## src/rtl/mem_trace_buffer.sv

```systemverilog
// Capture buffer for PDP-8 bus transactions (IF/DR/DW) drained over a FWFT valid/ready port.
// Optional per-entry cycle timestamps are built when TRACE_TIMESTAMP_EN is defined.
module mem_trace_buffer #(
    parameter int ADDR_W = 12,
    parameter int DATA_W = 12,
    parameter int DEPTH  = 64,
    parameter int TS_W   = 16
) (
    input  logic                       clk,
    input  logic                       btnCpuReset,
    input  logic                       run,
    input  logic                       mem_finished,
    input  logic                       read_enable,
    input  logic                       write_enable,
    input  logic                       read_type,
    input  logic [ADDR_W-1:0]          address,
    input  logic [DATA_W-1:0]          read_data,
    input  logic [DATA_W-1:0]          write_data,
    input  logic                       wrap_mode,
    input  logic                       clear,
    output logic                       out_valid,
    input  logic                       out_ready,
    output logic [1:0]                 out_kind,
    output logic [ADDR_W-1:0]          out_addr,
    output logic [DATA_W-1:0]          out_data,
    output logic [TS_W-1:0]            out_ts,
    output logic [$clog2(DEPTH):0]     count,
    output logic                       overflow,
    output logic [1:0]                 state_o
);
    localparam int PW = $clog2(DEPTH);
    localparam int CW = PW + 1;
    localparam logic [CW-1:0] FULL_CNT = CW'(DEPTH);

    typedef enum logic [1:0] {IDLE = 2'b00, CAPTURE = 2'b01, HOLD = 2'b10} state_t;

    typedef struct packed {
        logic [1:0]        kind;
        logic [ADDR_W-1:0] addr;
        logic [DATA_W-1:0] data;
    } entry_t;

    state_t          state_q, state_d;
    logic            mf_q, run_q;
    logic [PW-1:0]   wr_ptr, rd_ptr;
    logic            evt, push_req, pop, empty, full;
    logic            wr_en, rd_inc, cnt_inc, cnt_dec, ovf_set, drop;
    entry_t          new_ent;
    entry_t          mem [DEPTH];

    assign evt      = mem_finished & ~mf_q;
    assign push_req = evt & (state_q == CAPTURE);
    assign empty    = (count == '0);
    assign full     = (count == FULL_CNT);
    assign pop      = ~empty & out_ready;

    // Both or neither enables is a malformed bus cycle: logged as ERR with zero data.
    always_comb begin
        new_ent.addr = address;
        new_ent.kind = 2'b11;
        new_ent.data = '0;
        if (read_enable && !write_enable) begin
            new_ent.kind = read_type ? 2'b01 : 2'b00;
            new_ent.data = read_data;
        end else if (write_enable && !read_enable) begin
            new_ent.kind = 2'b10;
            new_ent.data = write_data;
        end
    end

    // A simultaneous pop frees the slot, so a full buffer never loses data in that case.
    always_comb begin
        wr_en   = 1'b0;
        rd_inc  = 1'b0;
        cnt_inc = 1'b0;
        cnt_dec = 1'b0;
        ovf_set = 1'b0;
        drop    = 1'b0;
        if (!clear) begin
            if (push_req) begin
                if (pop) begin
                    wr_en  = 1'b1;
                    rd_inc = 1'b1;
                end else if (!full) begin
                    wr_en   = 1'b1;
                    cnt_inc = 1'b1;
                end else if (wrap_mode) begin
                    wr_en   = 1'b1;
                    rd_inc  = 1'b1;
                    ovf_set = 1'b1;
                end else begin
                    drop    = 1'b1;
                    ovf_set = 1'b1;
                end
            end else if (pop) begin
                rd_inc  = 1'b1;
                cnt_dec = 1'b1;
            end
        end
    end

    always_comb begin
        state_d = state_q;
        case (state_q)
            IDLE:    if (run && !run_q) state_d = CAPTURE;
            CAPTURE: if ((!run && run_q) || drop) state_d = HOLD;
            HOLD:    if (empty) state_d = IDLE;
            default: state_d = IDLE;
        endcase
        if (clear) state_d = IDLE;
    end

    always_ff @(posedge clk or negedge btnCpuReset) begin
        if (!btnCpuReset) begin
            state_q  <= IDLE;
            mf_q     <= 1'b0;
            run_q    <= 1'b0;
            wr_ptr   <= '0;
            rd_ptr   <= '0;
            count    <= '0;
            overflow <= 1'b0;
        end else begin
            state_q <= state_d;
            mf_q    <= mem_finished;
            run_q   <= run;
            if (clear) begin
                wr_ptr   <= '0;
                rd_ptr   <= '0;
                count    <= '0;
                overflow <= 1'b0;
            end else begin
                if (wr_en)   wr_ptr <= wr_ptr + 1'b1;
                if (rd_inc)  rd_ptr <= rd_ptr + 1'b1;
                if (cnt_inc) count  <= count + 1'b1;
                else if (cnt_dec) count <= count - 1'b1;
                if (ovf_set) overflow <= 1'b1;
            end
        end
    end

    always_ff @(posedge clk) begin
        if (wr_en) mem[wr_ptr] <= new_ent;
    end

    assign out_valid = ~empty;
    assign out_kind  = empty ? 2'b00 : mem[rd_ptr].kind;
    assign out_addr  = empty ? '0 : mem[rd_ptr].addr;
    assign out_data  = empty ? '0 : mem[rd_ptr].data;
    assign state_o   = state_q;

`ifdef TRACE_TIMESTAMP_EN
    logic [TS_W-1:0] ts_cnt;
    logic [TS_W-1:0] ts_mem [DEPTH];

    // Counts only while capturing, restarts at each capture start, sticks at all-ones.
    always_ff @(posedge clk or negedge btnCpuReset) begin
        if (!btnCpuReset) begin
            ts_cnt <= '0;
        end else if (clear || (state_q == IDLE && state_d == CAPTURE)) begin
            ts_cnt <= '0;
        end else if (state_q == CAPTURE && ts_cnt != '1) begin
            ts_cnt <= ts_cnt + 1'b1;
        end
    end

    always_ff @(posedge clk) begin
        if (wr_en) ts_mem[wr_ptr] <= ts_cnt;
    end

    assign out_ts = empty ? '0 : ts_mem[rd_ptr];
`else
    assign out_ts = '0;
`endif
endmodule

```

## config.mk

```make
export PLATFORM = sky130hd
export DESIGN_NAME = mem_trace_buffer
export DESIGN_NICKNAME = d
export VERILOG_FILES = /design/src/rtl/mem_trace_buffer.sv
export SDC_FILE = /design/constraint.sdc
export NUM_CORES = 2
export LEC_CHECK = 0
export CELL_PAD_IN_SITES_DETAIL_PLACEMENT = 0
export CELL_PAD_IN_SITES_GLOBAL_PLACEMENT = 2
export CORE_ASPECT_RATIO = 1.5
export CORE_MARGIN = 2
export CORE_UTILIZATION = 25
export DETAILED_ROUTE_END_ITERATION = 16
export PLACE_DENSITY = 0.44
export SLEW_MARGIN = 25
export SYNTH_ARGS = -nofsm -noshare
export SYNTH_HDL_FRONTEND = slang
export SYNTH_SLANG_ARGS = --single-unit
```

## constraint.sdc

```tcl
create_clock -name clk -period 7.6 [get_ports clk]
set_clock_uncertainty 0.2 [all_clocks]
set_input_delay 1.52 -clock clk [delete_from_list [all_inputs] [get_ports clk]]
set_output_delay 1.52 -clock clk [all_outputs]
set_load 0.03 [all_outputs]
```

==> impl_metrics.toml <==
[synthesis]
synth_cell_types = 53
avgSynthCellArea_sq_um = 21.3
ys_seq_area_frac = 0.779
synth_cells = 3042
async_flop_share = 0.0142
ys_warn_count = 0
syn_area_sq_um = 64900
synth_flop_cell = "edfxtp_1"
synth_edf_count = 1664
synth-seq-cells = 1688

[cts]
cts_resized = 0
clk_latency_ps = 850
htree_levels = 4
post-cts-setup-buffers = 0
cts_hold_buf = 0
cts_tree = "built"
cts_buffers = 177
cts.sinks = 1688
path_clk_slew_ps = 60
clock-root-buffer = "clkbuf_16"
clock_path_buffers = 4

[place]
gp_congestion = 0.741
place_hpwl_mm = 124
port_buffers = 82

[critical_path]
worstRegToRegCells = 7
worstPathArrival_ps = 4950
critPathRequiredTime_ps = 5880
crit_end = "out_addr[1]"
cpPeakStageDelay_ps = 850
reg2reg_from = "state_o[1]"
crit_path_max_fanout = 80
r2r_setup_slack_ps = 3400
crit_chain = "buf_12 > buf_12 > mux2i_1 > o221ai_1 > a21oi_1 > a21oi_1 > a22o_1 > clkdlybuf4s50_1"
worstSetupStartpointType = "flop"
crit_start = "rd_ptr[0]"
worst_path_max_delay_cell = "dfrtp_4"
worst_r2r_endpoint = "mem[8][1]"
path_class = "flop to output port"
crit_path_end_kind = "output port"

[detailed_routing]
num_vias = 31500
first_pass_iters = 7
postRouteAntennaNets = 0
wl_mm = 208
via_per_inst = 4.57
drtIter0Drc = 2315
remaining_drc_errors = 0
wl_per_cell_um = 30.2

[sta]
worst_pin_slew_ps = 1100
period_share = 0.878
setup_viol = 0
max_freq_ghz = 0.150
hold_viol = 0
period_minus_slack_ps = 6670
slew_viol_final = 0
tns_ps = 0
grt_setup_unrepaired = "false"
slew_headroom = 0.262

[floorplan]
rows = 229
die_area_sq_um = 264000
top_level_ports = 99
start_util = 0.251
coreArea_sq_um = 259000
die_h_um = 628
fp.dieW_um = 420

[power]
vdd_drop_max_v = 0.000192
powerDensity_nw_per_um2 = 291
leakage_uw = 0.0227

[global_routing]
track_usage = 0.156
antenna_found_initial = 8
grt.overflow.total = 0
grt_pass1_wl_mm = 284
grt_pass1_vias = 33700
grt_max_degree = 95

[worst_hold_path]
hold_class = "flop to flop"

[status]
outcome = "finished, final reports clean"

[flow_run]
cap_violations = 0

[cells_and_area]
area_delta_synth_final_pct = 19.0
drive_gt1_frac = 0.246
fin_nets = 3333
fin_util = 0.299
[cells in the mapped netlist, drive strengths merged (4+ instances only)]
cell	instances	area, sq um
edfxtp	1664	50000
mux4	312	7030
mux2i	209	2090
buf	113	744
a21oi	87	435
nor2	86	323
clkbuf	80	300
a211oi	79	593
a22oi	78	586
a22o	64	561
o221ai	52	455
o22ai	52	325
nand2	47	176
dfrtp	24	601
inv	10	37.5
nor2b	9	56.3
ha	8	100
nand3	8	40.0
xor2	8	70.1
xnor2	5	43.8
nand3b	4	30.0
o21ai	4	20.0
o31ai	4	30.0
[placed cells by master, fill, tap and decap left out, types with 17 or more instances in the layout]
cell type / synthesis / layout
a211oi_1: 79 / 75
a21oi_1: 87 / 86
a22o_1: 64 / 52
a22oi_1: 78 / 78
buf_12: 0 / 27
buf_4: 45 / 111
bufinv_16: 0 / 26
clkbuf_1: 80 / 17
clkbuf_16: 0 / 180
clkdlybuf4s50_1: 0 / 69
clkinv_1: 0 / 38
clkinv_2: 0 / 33
dfrtp_1: 24 / 21
edfxtp_1: 1664 / 1664
mux2i_1: 209 / 209
mux4_2: 312 / 312
nand2_1: 47 / 43
nor2_1: 86 / 20
nor2_4: 0 / 66
o221ai_1: 52 / 52
o22ai_1: 52 / 52
[registers in the layout, summed over array words and instances, names as in the netlist]
name      flops
mf_q          1
rd_ptr        6
overflow      1
count         7
mem        1664
state_o       2
run_q         1
wr_ptr        6
[cell families after synthesis]
kind of cell | synth area share
AND/OR/NAND/NOR | 0.0124
other | 0.0000578
flip-flops | 0.779
XOR/XNOR | 0.00175
buffers and inverters | 0.0167
AO/OA/AOI/OAI | 0.0476
adder cells (fa/ha/maj) | 0.00185
multiplexers | 0.141
[metrics by stage]
step | power, uW | cells | setup WS (ps) | hold WS (ps) | cell area, sq um
after global placement | 13900 | 6539 | 1460 | 315 | 70800
after floorplan | 12600 | 3057 | 3180 | 326 | 65000
after global routing | 23300 | 6876 | 732 | 339 | 77200
after detailed placement | 13900 | 6560 | 1650 | 325 | 71300
final | 22500 | 6882 | 927 | 323 | 77200
after CTS | 22900 | 6871 | 749 | 333 | 77100
[worst min path at each step]
stage	from	end	slack, ps	cells after the start
after floorplan	rd_ptr[5]	rd_ptr[5]	330	2
after global placement	overflow	overflow	310	2
after detailed placement	overflow	overflow	320	2
after CTS	overflow	overflow	330	2
after global routing	overflow	overflow	340	2
final	overflow	overflow	320	2
[where the power goes]
group / leakage [uW] / switching, uW / total, uW / internal [uW]
combinational: 0.00526 / 1870 / 3220 / 1350
clock: 0.00284 / 3700 / 8900 / 5200
sequential: 0.0146 / 73.1 / 10300 / 10300
total: 0.0227 / 5640 / 22500 / 16800
[metal layers]
layer  GRT usage  vias up  part of all wire
met3      0.0182      252             0.036
met4      0.0408        0             0.025
li1            -    13300                 -
met2       0.295      708              0.55
met5           0        -                 0
met1       0.184    17200              0.39
[worst max-delay path, delay by kind of cell (launching register included)]
| kind | cells | cell delay (ps) |
|---|---|---|
| buf+inv | 3 | 1590 |
| compound gates | 4 | 1240 |
| flops | 1 | 850 |
| mux | 1 | 190 |
[final cells by class]
class                      count  area (sq um)
clock inverter               114          1250
inverter                      10          40.0
antenna                        7          17.5
multi-input combinational   1166         13900
sequential                  1688         50600
tap                         3465          4340
clock buffer                 197          4570
fill                       25000        181000
timing repair buffer         235          2540
No activity file was read; power rests on OpenSTA's default activity.
